### src/rtl/if_pcgen.sv
// IFU fetch-control stage: owns the PC, issues one fetch at a time, fills the IR
// and the decode buffer, and steers the next PC from BPU results or EXU flushes.
module if_pcgen #(
   parameter int                 PC_SIZE  = 32,
   parameter logic [PC_SIZE-1:0] RESET_PC = 32'h8000_0000
) (
   input  logic               clk,
   input  logic               rst,

   output logic               ifu_req_valid,
   input  logic               ifu_req_ready,
   output logic [PC_SIZE-1:0] ifu_req_pc,

   input  logic               ifu_rsp_valid,
   output logic               ifu_rsp_ready,
   input  logic [31:0]        ifu_rsp_instr,
   input  logic               ifu_rsp_err,

   output logic               dec_i_valid,
   output logic [31:0]        dec_instr,
   output logic [PC_SIZE-1:0] dec_pc,
   input  logic               dec_rv32,

   input  logic               pred_taken,
   input  logic               bpu_wait,
   input  logic [PC_SIZE-1:0] bpu_op1,
   input  logic [PC_SIZE-1:0] bpu_op2,

   output logic               ir_valid,
   input  logic               ir_ready,
   output logic [31:0]        ir_instr,
   output logic [PC_SIZE-1:0] ir_pc,
   output logic               ir_err,

   input  logic               pipe_flush_req,
   input  logic [PC_SIZE-1:0] pipe_flush_pc,
   output logic               pipe_flush_ack
);

   typedef enum logic [1:0] {
      IDLE     = 2'd0,
      REQ      = 2'd1,
      WAIT_RSP = 2'd2,
      DECODE   = 2'd3
   } state_t;

   localparam logic [PC_SIZE-1:0] PC_INC2 = PC_SIZE'(2);
   localparam logic [PC_SIZE-1:0] PC_INC4 = PC_SIZE'(4);

   state_t               state_reg, state_next;
   logic [PC_SIZE-1:0]   pc_reg, pc_next;
   logic                 ir_valid_reg, ir_valid_next;
   logic [31:0]          ir_instr_reg, ir_instr_next;
   logic [PC_SIZE-1:0]   ir_pc_reg, ir_pc_next;
   logic                 ir_err_reg, ir_err_next;
   logic [31:0]          dec_instr_reg, dec_instr_next;
   logic [PC_SIZE-1:0]   dec_pc_reg, dec_pc_next;
   logic                 dec_err_reg, dec_err_next;

   logic [PC_SIZE-1:0]   taken_sum;
   logic [PC_SIZE-1:0]   taken_pc;
   logic [PC_SIZE-1:0]   seq_pc;
   logic [PC_SIZE-1:0]   next_pc;
   logic                 rsp_fire;
   logic                 flush_take;

   // A faulting fetch cannot be trusted for length or prediction: step by a full word.
   always_comb begin
      taken_sum = bpu_op1 + bpu_op2;
      taken_pc  = {taken_sum[PC_SIZE-1:1], 1'b0};
      seq_pc    = dec_pc_reg + (dec_rv32 ? PC_INC4 : PC_INC2);
      if (dec_err_reg) begin
         next_pc = dec_pc_reg + PC_INC4;
      end else if (pred_taken) begin
         next_pc = taken_pc;
      end else begin
         next_pc = seq_pc;
      end
   end

   always_comb begin
      state_next     = state_reg;
      pc_next        = pc_reg;
      ir_valid_next  = ir_valid_reg;
      ir_instr_next  = ir_instr_reg;
      ir_pc_next     = ir_pc_reg;
      ir_err_next    = ir_err_reg;
      dec_instr_next = dec_instr_reg;
      dec_pc_next    = dec_pc_reg;
      dec_err_next   = dec_err_reg;
      ifu_req_valid  = 1'b0;
      ifu_rsp_ready  = 1'b0;
      dec_i_valid    = 1'b0;
      pipe_flush_ack = 1'b0;
      rsp_fire       = 1'b0;
      flush_take     = 1'b0;

      if (ir_valid_reg && ir_ready) begin
         ir_valid_next = 1'b0;
      end

      case (state_reg)
         IDLE: begin
            state_next = REQ;
            flush_take = pipe_flush_req;
         end
         REQ: begin
            ifu_req_valid = ~pipe_flush_req;
            flush_take    = pipe_flush_req;
            if (ifu_req_ready && !pipe_flush_req) begin
               state_next = WAIT_RSP;
            end
         end
         WAIT_RSP: begin
            // A pending flush drains the outstanding response regardless of IR space.
            ifu_rsp_ready = pipe_flush_req | ~ir_valid_reg | ir_ready;
            rsp_fire      = ifu_rsp_valid & ifu_rsp_ready;
            flush_take    = pipe_flush_req & rsp_fire;
            if (rsp_fire && !pipe_flush_req) begin
               ir_valid_next  = 1'b1;
               ir_instr_next  = ifu_rsp_instr;
               ir_pc_next     = pc_reg;
               ir_err_next    = ifu_rsp_err;
               dec_instr_next = ifu_rsp_instr;
               dec_pc_next    = pc_reg;
               dec_err_next   = ifu_rsp_err;
               state_next     = DECODE;
            end
         end
         DECODE: begin
            dec_i_valid = 1'b1;
            flush_take  = pipe_flush_req;
            if (!bpu_wait) begin
               pc_next    = next_pc;
               state_next = REQ;
            end
         end
         default: begin
            state_next = IDLE;
         end
      endcase

      // Redirect overrides whatever the current state decided above.
      if (flush_take) begin
         pipe_flush_ack = 1'b1;
         pc_next        = pipe_flush_pc;
         ir_valid_next  = 1'b0;
         state_next     = REQ;
      end
   end

   always_ff @(posedge clk or posedge rst) begin
      if (rst) begin
         state_reg     <= IDLE;
         pc_reg        <= RESET_PC;
         ir_valid_reg  <= 1'b0;
         ir_instr_reg  <= '0;
         ir_pc_reg     <= '0;
         ir_err_reg    <= 1'b0;
         dec_instr_reg <= '0;
         dec_pc_reg    <= '0;
         dec_err_reg   <= 1'b0;
      end else begin
         state_reg     <= state_next;
         pc_reg        <= pc_next;
         ir_valid_reg  <= ir_valid_next;
         ir_instr_reg  <= ir_instr_next;
         ir_pc_reg     <= ir_pc_next;
         ir_err_reg    <= ir_err_next;
         dec_instr_reg <= dec_instr_next;
         dec_pc_reg    <= dec_pc_next;
         dec_err_reg   <= dec_err_next;
      end
   end

   assign ifu_req_pc = pc_reg;
   assign dec_instr  = dec_instr_reg;
   assign dec_pc     = dec_pc_reg;
   assign ir_valid   = ir_valid_reg;
   assign ir_instr   = ir_instr_reg;
   assign ir_pc      = ir_pc_reg;
   assign ir_err     = ir_err_reg;

endmodule

### config.mk
export PLATFORM = sky130hd
export DESIGN_NAME = if_pcgen
export DESIGN_NICKNAME = d
export VERILOG_FILES = /design/src/rtl/if_pcgen.sv
export SDC_FILE = /design/constraint.sdc
export NUM_CORES = 1
export LEC_CHECK = 0
export CAP_MARGIN = 20
export CELL_PAD_IN_SITES_DETAIL_PLACEMENT = 0
export CELL_PAD_IN_SITES_GLOBAL_PLACEMENT = 1
export CORE_MARGIN = 1
export CORE_UTILIZATION = 33
export DETAILED_ROUTE_END_ITERATION = 12
export PLACE_DENSITY = 0.86
export SLEW_MARGIN = 15
export SYNTH_ARGS = -nofsm -noshare
export SYNTH_HDL_FRONTEND = slang
export SYNTH_SLANG_ARGS = --single-unit
### constraint.sdc
create_clock -name clk -period 4.25 [get_ports clk]
set_clock_uncertainty 0.1 [all_clocks]
set_input_delay 0.425 -clock clk [delete_from_list [all_inputs] [get_ports clk]]
set_output_delay 0.425 -clock clk [all_outputs]
set_load 0.005 [all_outputs]
Yosys cells after proc, flatten, opt, wreduce, memory -nomap -nowiden
Cells that the tools add are included.
- output and inout bits: 166
- input bits: 138
- logic and storage cells: 52
- bits in registers: 100
- reduce and logical (&&, ||, !) cells: 10
- muxes and demuxes: 20
- equal/unequal tests: 7
- add/subtract/negate cells: 3
- bitwise operators: 6
- operator list (cell ; number):
    $mux 32 ; 5
    $add 32x3->32 ; 1
    $add 32x3->32 const B ; 1
    $add 32x32->32 ; 1
    $ne 3x3->1 const B ; 3
    $mux 1 ; 8
    $mux 2 ; 4
    $pmux 2 s4 ; 1
    $eq 2x2->1 const B ; 2
    $reduce_and 2->1 ; 2
    $logic_and 1x1->1 ; 3
    $mux 3 ; 1
    $reduce_and 3->1 ; 1
    $reduce_or 3->1 ; 1
    $and 1x1->1 ; 2
    $eq 2x1->1 const B ; 1
    $logic_not 2->1 ; 1
    $ne 2x1->1 const B ; 1
    $not 1->1 ; 2
    $or 1x1->1 ; 2
    $pmux 1 s2 ; 1
    $reduce_bool 2->1 ; 1
    $logic_not 1->1 ; 1

Logic depth before layout (Yosys ltp)
Gate-level depths: netlist of run 1.
- depth in word-level cells: 8
- gate-level depth with buffers: 11
- depth with buffers taken out: 11

Worst setup path after synthesis of run 1
No wires, ideal clock.
- path kind: input to register
- start point: in bpu_op1[6]
- end point: reg pc_reg[19] (netlist: ifu_req_pc[19])
- stages on the path: 9
- required time: 4024 ps
- setup time: 126 ps
- arrival: 2454 ps
- slack: 1570 ps
- cell sequence: ha_1 > a211oi_1 > nor2_1 > or4b_4 > o2111a_2 > a21boi_1 > xnor2_1 > a21oi_1 > a221o_1
- word-level cells in the longest chain between the ends: 6
- RTL lines (element ; line ; text):
    start, declared ; 26 ; input logic [PC_SIZE-1:0] bpu_op1,
    $add 32x32->32 ; 69 ; taken_sum = bpu_op1 + bpu_op2;
    $mux 32 ; 74 ; end else if (pred_taken) begin
    $mux 32 ; 72 ; if (dec_err_reg) begin
    $mux 32 ; 133 ; if (!bpu_wait) begin
    $mux 32 ; 102 ; case (state_reg)
    $mux 32 ; 144 ; if (flush_take) begin
    end signal, assigned ; 165 ; pc_reg <= pc_next;
    end, declared ; 51 ; logic [PC_SIZE-1:0] pc_reg, pc_next;
Every way passes these cells. The select of a mux whose other input is x is not followed.
A chain may end at the register's enable or synchronous reset.

Worst setup path after layout of run 1
- start point: in bpu_op1[8]
- end point: reg pc_reg[13] (netlist: ifu_req_pc[13])
Same word-level chain as after synthesis.

==> metrics.md, run 1 <==
| Metric | Value |
|---|---|
| Critical-path maximum fanout | 5 |
| GP Congestion | approximately 0.92 |
| Initial antenna violation count | 0 |
| Total wire length | approximately 27000 um |
| Post-synth ARST share | between 90% and 100% |
| Gate Count Post-Synth | 830 |
| Share of cells above drive strength 1 | a little under an eighth |
| Hold path cells | 2 |
| Die W | about 150 um |
| Post-synthesis sequential area ratio | around a third |
| Port buffer count | between 300 and 400 |
| Yosys synthesis warning count | 0 |
| Global route overflow | 0 |
| Peak VDD IR | between 0.15 and 0.2 mV |
| Flop pwr share | approximately a third |
| Library cells used by synthesis | 76 |
| Syn_area_per_cell | 9.20 um2 |
| N_diodes | 0 |
| Post-synth net total | a little over 1k |
| Die ar. | 23800 um2 |
| Leak | between 0.004 and 0.005 uW |
| P_sw | 1690 uW |
| Switch share | 36.0% |
| Final setup fails | 0 |
| Crit share post-route | 72.7% |
| Post-CTS setup buffers | 0 |
| Dpl hpwl | approximately 21000 um |
| Leading area contributor after synthesis | dfrtp_1 |
| Max Buffers Root-to-Sink | 2 |
| Final ANT Viol Nets | 0 |
| Critical Path End Type | flip-flop |
| Internal power | between 2000 and 3000 uW |
| Clock buffer count from CTS | 9 |
| Total power | between 4000 and 5000 uW |
| # fillers | between 2k and 2.5k |
| RSZ-0062 raised after global routing | no |
| Clk slew on worst S/H paths | approximately 0.07 ns |
| FF+latch count, synth | 100 |
| Post-synth EDFFs | 0 |
| Die Ht | around 150 um |
| Drt first-iter violations | 302 |
| Post_cts resized | 0 |
| Layout area overhead | 40.6% |
| Core area | 22600 um2 |
| Hold Crit Class | reg2reg |
| Post-placement cell area | 10500 um2 |
| Final Cell Area | 10700 um2 |
| Num rows | 55 |
| Htree depth | 3 |
| Most used routing layer | met2 |
| Kind of critical path | in2reg |
| Setup tns final | 0 ns |
| Drc violations | 0 |
| Status | finished clean |
| Cell Pwr Density | around 440 nW/um2 |
| CTS root buffer | clkbuf_16 |
| Worst Path Required | between 4 and 5 ns |
| CTS hold repair buffers | 0 |
| Total number of vias | about 7.2k |
| Peak Freq | approximately 0.32 GHz |
| Post-Syn Area | around 7600 um2 |
| R2R cell count | 9 |
| CTS Sinks | 100 |
| Pin count of the biggest net entering global routing | 73 |
| First-pass GRT wire length | ~41000 um |
| Max Slew Vio Count | 0 |
| Clk pwr share | 17.1% |
| Most area-consuming cells after synthesis | dfrtp_1 (32%), mux2_2 (9.9%), buf_4 (6.8%) |
| Drt pass-1 iters | 5 |
| Met3 GRT Util | 3.44% |
| GR met2 Demand/Resource | 39.6% |
| Yosys top cell area share | approximately a third |
| CTS tree | done |
| Most used DFF post-synth | dfrtp_1 |
| Tmin final | approximately 3.1 ns |
| Worst slew pin tran | about 0.93 ns |
| Via-per-instance ratio | ~5.4 |
| Hold Vio Cnt, Final | 0 |
| Multi-input logic area | roughly 4400 um2 |
| Total GRT Usage | 22.4% |
| Relative slew slack | between 30% and 40% |
| Clock insertion delay at the later pin of the skew report | approximately 0.36 ns |
| Number of global-route vias before repair | 6963 |
| Worst hold slack | 0.421 ns |
| Post-DR wirelength/cell | approximately 20 um |
| Critical Path AT | 3.22 ns |
| CP startpoint kind | input port |
| Comb power frac | 47.6% |
| Nets@finish | ~1.2k |
| Num ports | 304 |
| Fin util | 47.4% |
| Register area | ~2500 um2 |
| Max Cap Violations | 0 |
| Grt met1 use | between 20% and 30% |
| Starting Density | 33.7% |
[layer usage]
layer | vias to the layer above | part of all wire (%)
met2 | 285 | 50
met1 | 3450 | 43
li1 | 3434 | -
met3 | 13 | 6.3
met5 | - | 0
met4 | 0 | 0.94
[stage by stage]
stage	setup slack (ns)	instances
after global placement	0.847	1324
after detailed placement	0.834	1324
final	1.16	1340
after CTS	1.20	1340
after floorplan	1.11	830
after global routing	1.04	1340
[cell usage in the layout, fill, tap and decap left out, types with 11 or more instances in the layout]
master,instances
o21ai_1,24
ha_1,37
a22oi_1,13
o21ai_0,25
nand4_1,15
nor2_1,53
a21oi_1,58
buf_4,13
and2_1,11
inv_1,13
xnor2_1,35
clkdlybuf4s50_1,303
xor2_1,15
mux2_2,67
nand3_1,20
nand2_1,61
dfrtp_1,99
[Yosys cell counts, types with 6 or more instances]
master,count
dfrtp_1,99
buf_4,69
mux2_2,67
nand2_1,61
a21oi_1,58
nor2_1,53
ha_1,37
xnor2_1,35
clkbuf_1,26
o21ai_0,25
o21ai_1,25
nand3_1,20
nand4_1,15
xor2_1,15
inv_1,14
a22oi_1,13
and2_1,11
a21o_1,10
and4_1,10
o211ai_1,10
o22ai_1,10
and3_1,9
nor3_1,9
a211oi_1,7
a31oi_1,7
o21a_1,7
a221o_1,6
buf_2,6
nand2b_1,6
o21bai_1,6
o221ai_1,6
[path summary, 6_finish.rpt]
path,from,slack [ns],end
worst min register to register,ifu_req_pc[1],0.42,ifu_req_pc[1]
worst min-delay path,ifu_req_pc[1],0.42,ifu_req_pc[1]
max in group asynchronous,rst,2.59,dec_instr[30]
worst max-delay path,bpu_op1[8],1.16,ifu_req_pc[13]
worst max register to register,dec_pc[2],1.47,ifu_req_pc[18]
min in group asynchronous,rst,0.52,dec_instr[13]
[logic make-up after synthesis]
family	Yosys count	share of synthesized area (%)
AOI/OAI and AO/OA	226	19.7
xor gates and xnor gates	50	5.73
adders and majority gates	39	6.58
buffers and inverters	123	9.66
DFF	100	32.8
muxes	70	10.3
and+or+nand+nor	222	15.2
[critical path, cell delays in order]
cell and delay [ns]:
clkdlybuf4s50_1 0.41, ha_1 0.36, and3_4 0.23, and3_1 0.18, a31o_4 0.23, o31a_1 0.32
a41oi_1 0.26, xor2_1 0.32, a211oi_1 0.19, a221o_1 0.29
[power by group through the flow]
stage,Combinational [uW],Sequential [uW],Clock [uW]
2_1_floorplan,1170,1540,0
3_3_place_gp,2220,1660,0
3_5_place_dp,2240,1670,0
4_1_cts,2250,1650,827
5_1_grt,2410,1710,865
6_report,2230,1650,804
[layout make-up]
cell class                      instances  share of cell area (%)
Clock inverter                          7                   0.559
Tap cell                              285                    3.32
Inverter                               16                   0.583
Clock buffer                            9                    2.10
Timing Repair Buffer                  316                    29.2
Multi-Input combinational cell        607                    41.0
Sequential cell                       100                    23.3
Power figures use the tool's default switching activity.
==> run 2: changes to the inputs <==
Clock period 4.25 ns to 2.95 ns, I/O delays scaled along.
==> run 2 against run 1 <==
  * Critical path depth did not move
  * Flip-flop and latch count is the same
  * Register-to-register slack lost 1.1 ns
  * Global-route usage rose by 0.84 points
  * Die area unchanged
  * Total power is 53% higher
  * Combinational power increased by 64%
  * Sequential share of layout area is 1.5 points lower
  * Via count is 4.9% higher
  * Critical path type unchanged
  * Critical endpoint is now ifu_req_pc[25]
  * Largest cell class unchanged
  * Largest power group unchanged
  * Highest routed layer unchanged
==> metrics.md, run 2 (same netlist as run 1, synthesis figures left out) <==
| Metric | Value |
|---|---|
| Status | finished clean (unchanged) |
| Num ports | 304 (unchanged) |
| First-pass GRT wire length | 42600 um (was 40900 um) |
| Die W | 154 um (unchanged) |
| Hold Vio Cnt, Final | 0 (unchanged) |
| Worst Path Required | 3.13 ns (was 4.38 ns) |
| Core area | 22600 um2 (unchanged) |
| Commonest non-fill, non-tap cell in the layout | clkdlybuf4s50_1 (unchanged) |
| # fillers | 2085 (was 2190) |
| Relative slew slack | 55.9% (was 38.2%) |
| Clock buffer count from CTS | 9 (unchanged) |
| Worst slew pin tran | 0.659 ns (was 0.927 ns) |
| Worst stage delay on the critical path | 0.52 ns (was 0.41 ns) |
| GP Congestion | 0.875 (was 0.919) |
| Final setup margin | 0.134 ns (was 1.16 ns) |
| Kind of critical path | in2reg (unchanged) |
| Setup tns final | 0 ns (unchanged) |
| Layout area overhead | 50.2% (was 40.6%) |
| Share of cells above drive strength 1 | 18.7% (was 11.7%) |
| Total number of vias | 7532 (was 7182) |
| Port buffer count | 303 (unchanged) |
| Final ANT Viol Nets | 0 (unchanged) |
| Die ar. | 23800 um2 (unchanged) |
| Crit share post-route | between 90 and 100% |
| Total power | 7190 uW (was 4690 uW) |
| Drt pass-1 iters | 5 (unchanged) |
| Global route overflow | 0 (unchanged) |
| Total GRT Usage | 23.3% (was 22.4%) |
| Final Cell Area | 11500 um2 (was 10700 um2) |
| Critical Path AT | 3.00 ns (was 3.22 ns) |
| Post-DR wirelength/cell | 19.5 um (was 19.9 um) |
| Max Cap Violations | 0 (unchanged) |
| CTS tree | done (unchanged) |
| Peak VDD IR | 0.315 mV (was 0.199 mV) |
| Number of global-route vias before repair | 7351 (was 6963) |
| Drt first-iter violations | 408 (was 302) |
| Max Buffers Root-to-Sink | 2 (unchanged) |
| Final setup fails | 0 (unchanged) |
| Htree depth | 3 (unchanged) |
| Pre-CTS worst setup slack | -0.326 ns (was 0.834 ns) |
| Pin count of the biggest net entering global routing | 101 (was 73) |
| Via-per-instance ratio | 5.28 (was 5.36) |
| Num rows | 55 (unchanged) |
| Crit-path cells | clkdlybuf4s50_1 -> ha_1 -> a211oi_1 -> nor2_1 -> or4b_4 -> o2111a_2 -> o211ai_1 -> mux2i_1 -> o221ai_1 -> nand2_1 (was clkdlybuf4s50_1 -> ha_1 -> and3_4 -> and3_1 -> a31o_4 -> o31a_1 -> a41oi_1 -> xor2_1 -> a211oi_1 -> a221o_1) |
| CTS Sinks | 100 (unchanged) |
| Starting Density | 33.7% (unchanged) |
| Leak | 0.00487 uW (was 0.00441 uW) |
| Peak Freq | between 0.3 and 0.4 GHz |
| Most frequent cells in the layout | clkdlybuf4s50_1 (303), buf_4 (99), dfrtp_1 (98) (was clkdlybuf4s50_1 (303), dfrtp_1 (99), mux2_2 (67)) |
| Clk slew on worst S/H paths | 0.07 ns (about the same) |
| Post-placement cell area | 11100 um2 (was 10500 um2) |
| Clock insertion delay at the later pin of the skew report | 0.35 ns (was 0.36 ns) |
| RSZ-0062 raised after global routing | yes (was no) |
| Cell Pwr Density | 627 nW/um2 (was 436 nW/um2) |
| Max Slew Vio Count | 0 (unchanged) |
| Hold Crit Class | in2async (was reg2reg) |
| Die Ht | 154 um (unchanged) |
| Crit-path slowest cell | or4b_4 (was clkdlybuf4s50_1) |
| Critical-path maximum fanout | 4 (was 5) |
| Initial antenna violation count | 1 (was 0) |
| Critical Path End Type | flip-flop (unchanged) |
| Tmin final | 2.82 ns |
| Total wire length | 27800 um (was 26700 um) |
| Drc violations | 0 (unchanged) |
| Dpl hpwl | 21700 um (was 20900 um) |
| CP startpoint kind | input port (unchanged) |
| CTS root buffer | clkbuf_16 (unchanged) |
| Nets@finish | 1314 (was 1227) |
## run 2: cell types whose count changed in the layout (fill, tap and decap cells not counted), moves of 2 or more
cell       previous run  this run
buf_4                13        99
bufinv_16             0         2
clkinv_4              2         0
inv_6                 0         2
inv_8                 2         0
## run 2: final timing paths
| kind | from | end | slack (ns) | depth (start not counted) |
|---|---|---|---|---|
| setup / recovery | bpu_op1[6] | ifu_req_pc[25] | 0.13 | 10 |
| min in group clk | pipe_flush_pc[0] | ifu_req_pc[0] | 0.40 | 3 |
| hold / removal | rst | dec_instr[5] | 0.34 | 3 |
| max in group asynchronous | rst | dec_pc[1] | 1.97 | 3 |
| hold reg to reg | ifu_req_pc[5] | ifu_req_pc[5] | 0.42 | 2 |
| setup reg to reg | dec_pc[1] | ifu_req_pc[31] | 0.33 | 11 |
## run 2: layout make-up
cell class | instances | area [um2] | share of cell area (%)
antenna | 1 | 2.50 | 0.0218
multi-input combinational | 607 | 4430 | 38.6
timing repair buffer | 403 | 3800 | 33.1
clock buffer | 10 | 239 | 2.08
inverter | 16 | 63.8 | 0.556
sequential | 100 | 2500 | 21.8
tap | 285 | 357 | 3.11
clock inverter | 5 | 82.6 | 0.720
## run 2: power by group
group,switching [uW],total [uW],internal (uW)
sequential,436,2220,1780
combinational,1500,3660,2170
clock,542,1310,768
## run 2: metal layers
layer,wire (um),global-route usage (%)
met1,11800,29.6
met2,13600,40.3
met3,2070,4.51
met4,369,5.67
met5,0,0
## run 2: critical path, delay by kind of cell
kind | cells | cell delay (ns)
and+or+nand+nor | 3 | 0.71
adders and majority gates | 1 | 0.34
AOI/OAI and AO/OA | 4 | 0.99
buffers and inverters | 1 | 0.40
muxes | 1 | 0.27
## run 2: what timing repair did
item | CTS | global route
hold buffers | 0 | 0
endpoints found under the setup margin | 0 | 6
buffers inserted | 0 | 0
resized for setup | 0 | 6
endpoints found under the hold margin | 0 | 0
## run 2: stage by stage
stage	std cells	util (%)	hold slack, ns
after global placement	1411	49.1	0.395
after CTS	1426	50.5	0.370
final	1427	50.7	0.339
after global routing	1427	50.7	0.396
after floorplan	830	-	0.338
after detailed placement	1411	49.1	0.409
